===== src/rtl/mips_multicycle_ctrl_if.sv =====
// Control bundle between the multi-cycle MIPS sequencer and its datapath/memories.
// Latency: none (wires only).
// Backpressure: imem_ready/dmem_ready stretch fetch and data access; no other flow control.
//
// master: the controller (drives enables, selects, requests, status, counters).
// slave : the datapath/memory side (drives run, opcode, branch condition, readies).
interface mips_multicycle_ctrl_if #(
    parameter int CNT_W = 32
);
    // datapath / memory -> controller
    logic             run;
    logic [5:0]       ir_op;
    logic             cond;
    logic             imem_ready;
    logic             dmem_ready;

    // controller -> datapath / memory
    logic             imem_req;
    logic             dmem_rd;
    logic             dmem_wr;
    logic             ir_we;
    logic             npc_we;
    logic             ab_we;
    logic             alu_we;
    logic             lmd_we;
    logic             pc_we;
    logic             pc_sel;
    logic             rf_we;
    logic             wb_sel;
    logic             dst_sel;
    logic [5:0]       ex_op;
    logic             retire;
    logic             halted;
    logic [2:0]       state;
    logic [CNT_W-1:0] retired_cnt;
    logic [CNT_W-1:0] cycle_cnt;

    modport master (
        input  run, ir_op, cond, imem_ready, dmem_ready,
        output imem_req, dmem_rd, dmem_wr, ir_we, npc_we, ab_we, alu_we, lmd_we,
               pc_we, pc_sel, rf_we, wb_sel, dst_sel, ex_op, retire, halted,
               state, retired_cnt, cycle_cnt
    );

    modport slave (
        output run, ir_op, cond, imem_ready, dmem_ready,
        input  imem_req, dmem_rd, dmem_wr, ir_we, npc_we, ab_we, alu_we, lmd_we,
               pc_we, pc_sel, rf_we, wb_sel, dst_sel, ex_op, retire, halted,
               state, retired_cnt, cycle_cnt
    );
endinterface


===== src/rtl/mips_multicycle_ctrl.sv =====
// Multi-cycle MIPS control FSM: sequences IF/ID/EX/MEM/WB one instruction at a time.
// Latency: R/ADDI/LW 5 cycles, SW/BEQZ/J/NOP 4, HALT 2, +1 per memory wait cycle.
// Backpressure: IF holds on imem_ready, MEM holds on dmem_ready (LW/SW only).
//
// Ports: clk, rst (synchronous, active high) and the bundle bus (master side):
//   inputs  run, ir_op, cond, imem_ready, dmem_ready
//   outputs memory requests, latch enables, PC/writeback/destination selects,
//           ex_op, retire pulse, halted, debug state, retire and cycle counters.
module mips_multicycle_ctrl #(
    parameter int CNT_W = 32
) (
    input  logic                  clk,
    input  logic                  rst,
    mips_multicycle_ctrl_if.master bus
);

    localparam logic [5:0] OP_RTYPE = 6'h00;
    localparam logic [5:0] OP_ADDI  = 6'h08;
    localparam logic [5:0] OP_LW    = 6'h23;
    localparam logic [5:0] OP_SW    = 6'h2B;
    localparam logic [5:0] OP_BEQZ  = 6'h04;
    localparam logic [5:0] OP_J     = 6'h02;
    localparam logic [5:0] OP_HALT  = 6'h3F;

    localparam logic [CNT_W-1:0] CNT_ONE = {{(CNT_W-1){1'b0}}, 1'b1};

    typedef enum logic [2:0] {
        S_IDLE   = 3'd0,
        S_IF     = 3'd1,
        S_ID     = 3'd2,
        S_EX     = 3'd3,
        S_MEM    = 3'd4,
        S_WB     = 3'd5,
        S_HALTED = 3'd6
    } state_t;

    state_t           state_q;
    state_t           state_d;
    logic [5:0]       op_q;
    logic             cond_q;
    logic [CNT_W-1:0] retired_q;
    logic [CNT_W-1:0] cycle_q;

    // Decode of the opcode captured in ID; everything after ID works from op_q
    // so the IR may change freely once decoded.
    logic is_rtype;
    logic is_lw;
    logic is_sw;
    logic is_mem;
    logic has_wb;
    logic take_alu_pc;
    logic mem_done;

    assign is_rtype    = (op_q == OP_RTYPE);
    assign is_lw       = (op_q == OP_LW);
    assign is_sw       = (op_q == OP_SW);
    assign is_mem      = is_lw | is_sw;
    assign has_wb      = is_rtype | (op_q == OP_ADDI) | is_lw;
    assign take_alu_pc = (op_q == OP_J) | ((op_q == OP_BEQZ) & cond_q);
    // Non-memory ops finish MEM immediately; dmem_ready is ignored for them.
    assign mem_done    = is_mem ? bus.dmem_ready : 1'b1;

    logic imem_req, dmem_rd, dmem_wr, ir_we, npc_we, ab_we, alu_we, lmd_we;
    logic pc_we, pc_sel, rf_we, wb_sel, dst_sel, retire, halted;

    always_comb begin
        state_d  = state_q;
        imem_req = 1'b0;
        dmem_rd  = 1'b0;
        dmem_wr  = 1'b0;
        ir_we    = 1'b0;
        npc_we   = 1'b0;
        ab_we    = 1'b0;
        alu_we   = 1'b0;
        lmd_we   = 1'b0;
        pc_we    = 1'b0;
        pc_sel   = 1'b0;
        rf_we    = 1'b0;
        wb_sel   = 1'b0;
        dst_sel  = 1'b0;
        retire   = 1'b0;
        halted   = 1'b0;

        case (state_q)
            S_IDLE: begin
                if (bus.run) state_d = S_IF;
            end
            S_IF: begin
                imem_req = 1'b1;
                if (bus.imem_ready) begin
                    ir_we   = 1'b1;
                    npc_we  = 1'b1;
                    state_d = S_ID;
                end
            end
            S_ID: begin
                ab_we = 1'b1;
                // HALT is decoded straight from the IR: it retires here and
                // never reaches EX.
                if (bus.ir_op == OP_HALT) begin
                    retire  = 1'b1;
                    state_d = S_HALTED;
                end else begin
                    state_d = S_EX;
                end
            end
            S_EX: begin
                alu_we  = 1'b1;
                state_d = S_MEM;
            end
            S_MEM: begin
                // Requests are held for the whole access, including the
                // cycle in which ready arrives.
                dmem_rd = is_lw;
                dmem_wr = is_sw;
                if (mem_done) begin
                    lmd_we = is_lw;
                    pc_we  = 1'b1;
                    pc_sel = take_alu_pc;
                    if (has_wb) begin
                        state_d = S_WB;
                    end else begin
                        retire  = 1'b1;
                        state_d = bus.run ? S_IF : S_IDLE;
                    end
                end
            end
            S_WB: begin
                rf_we   = 1'b1;
                wb_sel  = is_lw;
                dst_sel = is_rtype;
                retire  = 1'b1;
                state_d = bus.run ? S_IF : S_IDLE;
            end
            S_HALTED: begin
                halted = 1'b1;
            end
            default: begin
                state_d = S_IDLE;
            end
        endcase
    end

    always_ff @(posedge clk) begin
        if (rst) begin
            state_q   <= S_IDLE;
            op_q      <= 6'h00;
            cond_q    <= 1'b0;
            retired_q <= '0;
            cycle_q   <= '0;
        end else begin
            state_q <= state_d;
            if (state_q == S_ID) op_q   <= bus.ir_op;
            if (state_q == S_EX) cond_q <= bus.cond;
            if (retire) retired_q <= retired_q + CNT_ONE;
            // Active cycles are those spent inside an instruction (IF..WB).
            if ((state_q != S_IDLE) && (state_q != S_HALTED)) cycle_q <= cycle_q + CNT_ONE;
        end
    end

    assign bus.imem_req    = imem_req;
    assign bus.dmem_rd     = dmem_rd;
    assign bus.dmem_wr     = dmem_wr;
    assign bus.ir_we       = ir_we;
    assign bus.npc_we      = npc_we;
    assign bus.ab_we       = ab_we;
    assign bus.alu_we      = alu_we;
    assign bus.lmd_we      = lmd_we;
    assign bus.pc_we       = pc_we;
    assign bus.pc_sel      = pc_sel;
    assign bus.rf_we       = rf_we;
    assign bus.wb_sel      = wb_sel;
    assign bus.dst_sel     = dst_sel;
    assign bus.retire      = retire;
    assign bus.halted      = halted;
    assign bus.ex_op       = op_q;
    assign bus.state       = state_q;
    assign bus.retired_cnt = retired_q;
    assign bus.cycle_cnt   = cycle_q;

endmodule


===== src/flat_wrapper.sv =====
// flat-port wrapper written by rule: the top's interface ports become plain ports
module mips_multicycle_ctrl_flat 
#(
    parameter int CNT_W = 32
)
  (clk, rst, bus_run, bus_ir_op, bus_cond, bus_imem_ready, bus_dmem_ready, bus_imem_req, bus_dmem_rd, bus_dmem_wr, bus_ir_we, bus_npc_we, bus_ab_we, bus_alu_we, bus_lmd_we, bus_pc_we, bus_pc_sel, bus_rf_we, bus_wb_sel, bus_dst_sel, bus_ex_op, bus_retire, bus_halted, bus_state, bus_retired_cnt, bus_cycle_cnt);
  mips_multicycle_ctrl_if #(.CNT_W(CNT_W)) bus_i ();
  input  logic clk;
  input  logic rst;
  input wire logic [$bits(bus_i.run)-1:0] bus_run;
  input wire logic [$bits(bus_i.ir_op)-1:0] bus_ir_op;
  input wire logic [$bits(bus_i.cond)-1:0] bus_cond;
  input wire logic [$bits(bus_i.imem_ready)-1:0] bus_imem_ready;
  input wire logic [$bits(bus_i.dmem_ready)-1:0] bus_dmem_ready;
  output wire logic [$bits(bus_i.imem_req)-1:0] bus_imem_req;
  output wire logic [$bits(bus_i.dmem_rd)-1:0] bus_dmem_rd;
  output wire logic [$bits(bus_i.dmem_wr)-1:0] bus_dmem_wr;
  output wire logic [$bits(bus_i.ir_we)-1:0] bus_ir_we;
  output wire logic [$bits(bus_i.npc_we)-1:0] bus_npc_we;
  output wire logic [$bits(bus_i.ab_we)-1:0] bus_ab_we;
  output wire logic [$bits(bus_i.alu_we)-1:0] bus_alu_we;
  output wire logic [$bits(bus_i.lmd_we)-1:0] bus_lmd_we;
  output wire logic [$bits(bus_i.pc_we)-1:0] bus_pc_we;
  output wire logic [$bits(bus_i.pc_sel)-1:0] bus_pc_sel;
  output wire logic [$bits(bus_i.rf_we)-1:0] bus_rf_we;
  output wire logic [$bits(bus_i.wb_sel)-1:0] bus_wb_sel;
  output wire logic [$bits(bus_i.dst_sel)-1:0] bus_dst_sel;
  output wire logic [$bits(bus_i.ex_op)-1:0] bus_ex_op;
  output wire logic [$bits(bus_i.retire)-1:0] bus_retire;
  output wire logic [$bits(bus_i.halted)-1:0] bus_halted;
  output wire logic [$bits(bus_i.state)-1:0] bus_state;
  output wire logic [$bits(bus_i.retired_cnt)-1:0] bus_retired_cnt;
  output wire logic [$bits(bus_i.cycle_cnt)-1:0] bus_cycle_cnt;
  assign bus_i.run = bus_run;
  assign bus_i.ir_op = bus_ir_op;
  assign bus_i.cond = bus_cond;
  assign bus_i.imem_ready = bus_imem_ready;
  assign bus_i.dmem_ready = bus_dmem_ready;
  assign bus_imem_req = bus_i.imem_req;
  assign bus_dmem_rd = bus_i.dmem_rd;
  assign bus_dmem_wr = bus_i.dmem_wr;
  assign bus_ir_we = bus_i.ir_we;
  assign bus_npc_we = bus_i.npc_we;
  assign bus_ab_we = bus_i.ab_we;
  assign bus_alu_we = bus_i.alu_we;
  assign bus_lmd_we = bus_i.lmd_we;
  assign bus_pc_we = bus_i.pc_we;
  assign bus_pc_sel = bus_i.pc_sel;
  assign bus_rf_we = bus_i.rf_we;
  assign bus_wb_sel = bus_i.wb_sel;
  assign bus_dst_sel = bus_i.dst_sel;
  assign bus_ex_op = bus_i.ex_op;
  assign bus_retire = bus_i.retire;
  assign bus_halted = bus_i.halted;
  assign bus_state = bus_i.state;
  assign bus_retired_cnt = bus_i.retired_cnt;
  assign bus_cycle_cnt = bus_i.cycle_cnt;
  mips_multicycle_ctrl #(.CNT_W(CNT_W)) u_core (.clk(clk), .rst(rst), .bus(bus_i));
endmodule

===== config.mk =====
export PLATFORM = sky130hd
export DESIGN_NAME = mips_multicycle_ctrl_flat
export DESIGN_NICKNAME = d
export VERILOG_FILES = /design/src/rtl/mips_multicycle_ctrl_if.sv /design/src/rtl/mips_multicycle_ctrl.sv /design/src/flat_wrapper.sv
export SDC_FILE = /design/constraint.sdc
export NUM_CORES = 1
export LEC_CHECK = 0
export ABC_AREA = 0
export BUFFER_PORTS_ARGS = -buffer_cell sky130_fd_sc_hd__buf_2
export CAP_MARGIN = 30
export CORE_ASPECT_RATIO = 0.6
export CORE_UTILIZATION = 48
export CTS_CLUSTER_SIZE = 12
export DETAILED_ROUTE_END_ITERATION = 12
export GPL_TIMING_DRIVEN = 0
export PLACE_DENSITY = 0.77
export SETUP_SLACK_MARGIN = 0.15
export SYNTH_ARGS = -nofsm -noshare
export SYNTH_HDL_FRONTEND = slang
export SYNTH_SLANG_ARGS = --single-unit

===== constraint.sdc =====
create_clock -name clk -period 2.13 [get_ports clk]
set_input_delay 0.426 -clock clk [delete_from_list [all_inputs] [get_ports clk]]
set_output_delay 0.426 -clock clk [all_outputs]
set_load 0.1 [all_outputs]

## After elaboration in Yosys (flattened, before gate mapping)

Index checks and enable logic that the tools add are counted.

- Add/sub/neg operators: 2
- Multiply operators: 0
- Div/mod/pow operators: 0
- $lt $le $gt $ge: 0
- Equal/unequal tests: 16
- Shift operators: 0
- Muxes and demuxes: 29
- Bitwise logic cells: 6
- Reduce and logical (&&, ||, !) cells: 5

Operators by type and width:

| operator | number |
|---|---|
| adder 32 x 1 -> 32 bit, second input constant | 2 |
| two-way mux 1 bit | 22 |
| case mux 3 bit (7 select lines) | 1 |
| equality test 6 bit, second input constant | 3 |
| two-way mux 3 bit | 5 |
| equality test 3 bit, second input constant | 3 |
| equality test 3 x 2 -> 1 bit, second input constant | 2 |
| equality test 6 x 2 -> 1 bit, second input constant | 1 |
| equality test 6 x 3 -> 1 bit, second input constant | 1 |
| equality test 6 x 4 -> 1 bit, second input constant | 1 |
| zero test 6 bit | 1 |
| != test 2 bit, second input constant | 2 |
| OR 1 bit | 4 |
| AND reduction 4 bit | 1 |
| equality test 3 x 1 -> 1 bit, second input constant | 1 |
| zero test 3 bit | 1 |
| != test 3 bit, second input constant | 1 |
| case mux 1 bit (3 select lines) | 1 |
| nonzero test 3 bit | 1 |
| != test 2 x 1 -> 1 bit, second input constant | 1 |
| bitwise AND 1 bit | 1 |
| logical AND 1 bit | 1 |
| inverter 1 bit | 1 |

- Register bits: 74
- Bits in latches: 0
- Memory bits (writable): 0
- ROM bits: 0
- Input bits: 12
- Output and inout port bits: 88
- Word-level logic and storage cells: 63
- Memories: 0

## Logic depth before layout (Yosys ltp)

- Word-level depth: 6
- Depth in mapped cells: 8
- Mapped depth without buffers: 6

## Worst setup path after synthesis

No wires, ideal clock.

- Path type: reg-to-output
- From: register u_core.op_q[0], in the netlist u_core.bus.ex_op[0]
- To: output port bus_lmd_we
- Data arrival time: 5532 ps
- Required time: 1704 ps
- Path slack: -3828 ps
- Stages on the path, launching flop included: 6
- Path buffers: 1
- Path through: dfxtp_1 -> nand2_1 -> or3_1 -> clkbuf_1 -> nor4_1 -> and2_1

- Cells in the longest elaborated chain, start to end: 5
- Elaborated cells on any way between the ends: 6
- Those cells by class: eq/ne (2); mux (3); bitwise (1)

Ends and longest elaborated chain:

| item | RTL line | RTL |
|---|---|---|
| start, declared | mips_multicycle_ctrl.sv:39 | `logic [5:0] op_q;` |
| start signal, assigned | mips_multicycle_ctrl.sv:153 | `if (state_q == S_ID) op_q <= bus.ir_op;` |
| equality test 6 bit (on tied branches) | mips_multicycle_ctrl.sv:55, mips_multicycle_ctrl.sv:56 |  |
| OR 1 bit | mips_multicycle_ctrl.sv:57 | `assign is_mem = is_lw \| is_sw;` |
| two-way mux 1 bit | mips_multicycle_ctrl.sv:61 | `assign mem_done = is_mem ? bus.dmem_ready : 1'b1;` |
| two-way mux 1 bit * | mips_multicycle_ctrl.sv:116 | `if (mem_done) begin` |
| two-way mux 1 bit * | mips_multicycle_ctrl.sv:84 | `case (state_q)` |
| end, declared | flat_wrapper.sv:22 | `output wire logic [$bits(bus_i.lmd_we)-1:0] bus_lmd_we;` |

Mark *: on every way between the ends. The rest lies on a longest branch, timed or not.

## Worst setup path in the final report

- From: register u_core.op_q[0], in the netlist u_core.bus.ex_op[0]
- To: register u_core.retired_q[30], in the netlist u_core.bus.retired_cnt[30]

- Cells in the longest elaborated chain, start to end: 6
- Elaborated cells on any way between the ends: 11
- Those cells by class: eq/ne (3); mux (4); bitwise (3); reduce/logical (1)

Ends and longest elaborated chain:

| item | RTL line | RTL |
|---|---|---|
| equality test 6 x 4 -> 1 bit / zero test 6 bit (equally long branches) | mips_multicycle_ctrl.sv:58, mips_multicycle_ctrl.sv:54 |  |
| OR 1 bit (2 in a row) | mips_multicycle_ctrl.sv:58 | `assign has_wb = is_rtype \| (op_q == OP_ADDI) \| is_lw;` |
| two-way mux 1 bit | mips_multicycle_ctrl.sv:120 | `if (has_wb) begin` |
| two-way mux 1 bit * | mips_multicycle_ctrl.sv:116 |  |
| case mux 1 bit (3 select lines) * | mips_multicycle_ctrl.sv:84 |  |
| end signal, assigned | mips_multicycle_ctrl.sv:155 | `if (retire) retired_q <= retired_q + CNT_ONE;` |
| end, declared | mips_multicycle_ctrl.sv:41 | `logic [CNT_W-1:0] retired_q;` |

Marks and branches as above.
A chain may end at the register's enable or synchronous reset.

==> impl_metrics.toml <==
[yosys]
synthCells = 448
ys_seq_area_frac = 0.393
synth_area_leaders = "dfxtp_1 (39%), a21oi_1 (5.3%), or4_1 (5.0%)"
ys_seq_elements = 74
synth_fa_ha_area_frac = 0.00664
yosys_warnings = 0
synth_compound_area_frac = 0.172
synth.mux.area_fraction = 0.0328
synth_top_family_by_area = "simple AND/OR/NAND/NOR gates"
yosys.area.top_type = "dfxtp_1"
synth_top_cell_area_share = 0.393
synth_ff_type = "dfxtp_1"
postSynthAreaPerCell_um2 = 8.42
synth_xor_xnor_area_share = 0.0372
async_flop_share = 0
synth_edf_count = 0
synth-simple-area-share = 0.314
ys_types = 55
netlist_area_um2 = 3770
syn_nets = 462

[timing]
fin_setup_tns_ns = -10.63
finalCritPeriodShare = 1.22
hold_ws_ns = 0.381
min_period_ns = 2.61
slew_violations = 0
fmax_mhz = 384
finalSetupViolCount = 48
fin_skew_ns = 0.0128
worst_pin_slew_ns = 0.986
timing.final.ws_setup_ns = -0.476
slew_headroom = 0.343
rsz0062_at_grt = "true"
hold_violations = 0

[clocking]
cts-root-buf = "clkbuf_16"
numCtsBuffers = 9
clk_latency_ns = 0.34
cts_hold_buf = 0
path_clk_slew_ns = 0.06
clkSinkCount = 74
clk_path_buf_depth = 2
htreeDepth = 3
cts_tree = "yes"

[finish]
final_cells = 730
final_cell_mix = "buf_2 (85), dfxtp_4 (41), buf_4 (33), nor2_1 (30), buf_6 (29)"
nets = 635
layout_commonest_cell = "buf_2"
syn_to_final_growth_pct = 73.2
insertedDiodeCount = 0
drive_gt1_frac = 0.601

[status]
violations = "setup timing"
outcome = "finished with violations"

[worst_hold_path]
worstHoldPathCells = 3
hp-class = "in2reg"
min_from = "bus_ir_op[1]"

[pwr]
p_per_area_nw_per_um2 = 526
peakVddDrop_mv = 0.586
p_leak_nw = 2.61

[job]
cap_violations = 0

[worst_setup_path]
crit_fanout = 7
critPathLaunchType = "flip-flop"
crit_path_start = "u_core.bus.ex_op[0]"
critPathMaxStageDelay_ns = 0.45
crit_chain = "buf_4 -> and4b_1 -> o21ai_1 -> a21oi_4 -> buf_6 -> buf_8 -> clkbuf_16 -> o31ai_1 -> a21oi_2"
slowest_stage = "o21ai_1"
cp_top_family = "compound AO/OA/AOI/OAI gates"
required_ns = 2.33
critPathBufInv = 4
arrival_ns = 2.81
worstRegToRegCells = 9
r2r_start = "u_core.bus.ex_op[0]"
path_class = "reg2reg"
crit_cells = 9
cp-end-kind = "flip-flop"

[placed_design]
gp_congestion = 0.892
io_buffer_count = 99
place_hpwl_um = 8320
dp.cells = 651
post-place-ws_ns = -0.257

[floorplan]
num_io_pins = 100
design.die.area_um2 = 8230
die_x_um = 116
num_rows = 24
core_um2 = 7420
initial_core_util = 0.508
die_h_um = 70.7

[detailed_routing]
routed_via_density = 7.26
wire_per_inst_um = 27.1
drt-total-wl_um = 19800
drt_pre_antenna_iters = 5
drt_iter0_drc = 903
vias = 5300
postRouteAntennaNets = 0
drcViolationCount = 0

[global_route]
grt_pass1_vias = 4338
grt_max_degree = 12
grt_usage = 0.376
grt_overflow = 0
antenna_found_initial = 0
grt_pass1_wl_um = 23400
==> Yosys cell counts, drive strengths merged, types with 2 or more instances <==
cell	count
o22ai	2
mux2i	9
o21ai	18
nand3	16
o31ai	25
buf	9
inv	11
nand3b	3
nor3	11
or3	18
or2	3
and3	8
ha	2
nor4	8
a21o	3
xnor2	8
mux2	3
a21oi	41
o2111a	2
and4	9
and2	7
xor2	8
dfxtp	74
nand4	21
nand2	31
nor2b	9
nor2	31
or4	25
clkbuf	18
==> per-stage QoR <==
step / power [mW] / cell area, um^2 / util
global route: 3.51 / 6530 / 0.881
detailed placement: 1.82 / 4830 / 0.652
finish: 3.44 / 6530 / 0.881
CTS: 3.30 / 5910 / 0.797
floorplan: 1.75 / 4210 / -
global placement: 1.82 / 4830 / 0.652
==> flip-flops by register name (all words and copies together), names as in the netlist <==
register                flops
u_core.bus.retired_cnt     32
u_core.cond_q               1
u_core.bus.state            3
u_core.bus.cycle_cnt       32
u_core.bus.ex_op            6
==> path summary, 6_finish.rpt <==
path	slack (ns)	endpoint
max	-0.48	u_core.bus.retired_cnt[30]
min	0.38	u_core.bus.ex_op[1]
max reg2reg	-0.48	u_core.bus.retired_cnt[30]
min reg2reg	0.49	u_core.bus.retired_cnt[26]
==> power breakdown <==
group	internal (mW)	switching (mW)
Combinational	0.225	0.404
Sequential	1.36	0.0276
Clock	0.825	0.596
==> routing by layer <==
| layer | track usage | share of wire | vias up |
|---|---|---|---|
| li1 | - | - | 2043 |
| met2 | 0.555 | 0.40 | 637 |
| met1 | 0.516 | 0.36 | 2429 |
| met3 | 0.100 | 0.15 | 191 |
| met4 | 0.168 | 0.083 | 0 |
| met5 | 0 | 0 | - |
==> cell families (layout without fill, tap and decap cells) <==
family,after synthesis,count (layout)
AO/OA/AOI/OAI,101,101
XOR/XNOR,16,16
adder cells (fa/ha/maj),2,2
buffers and inverters,38,216
flip-flops,74,74
multiplexers,12,12
AND/OR/NAND/NOR,205,205
==> cell type report <==
class / count / area, um^2
multi-input cells: 336 / 2790
flip-flops and latches: 74 / 1660
repair buffers: 162 / 1340
fillers: 309 / 885
plain buffers: 27 / 288
clock buffers: 16 / 262
well taps: 104 / 130
inverters: 11 / 63.8
==> what timing repair did <==
item / CTS / global route
buffers inserted: 32 / 27
pin swaps: 28 / 37
cloned: 4 / 0
endpoints found under the setup margin: 52 / 59
gates resized for setup: 115 / 105
==> worst reg2reg max path, delay by kind of cell (launching register included) <==
family                 cells  cell delay [ns]
and+or+nand+nor            1             0.20
DFF                        1             0.38
AOI/OAI and AO/OA          4             1.25
buffers and inverters      4             0.65
(Power assumes the default switching activity.)
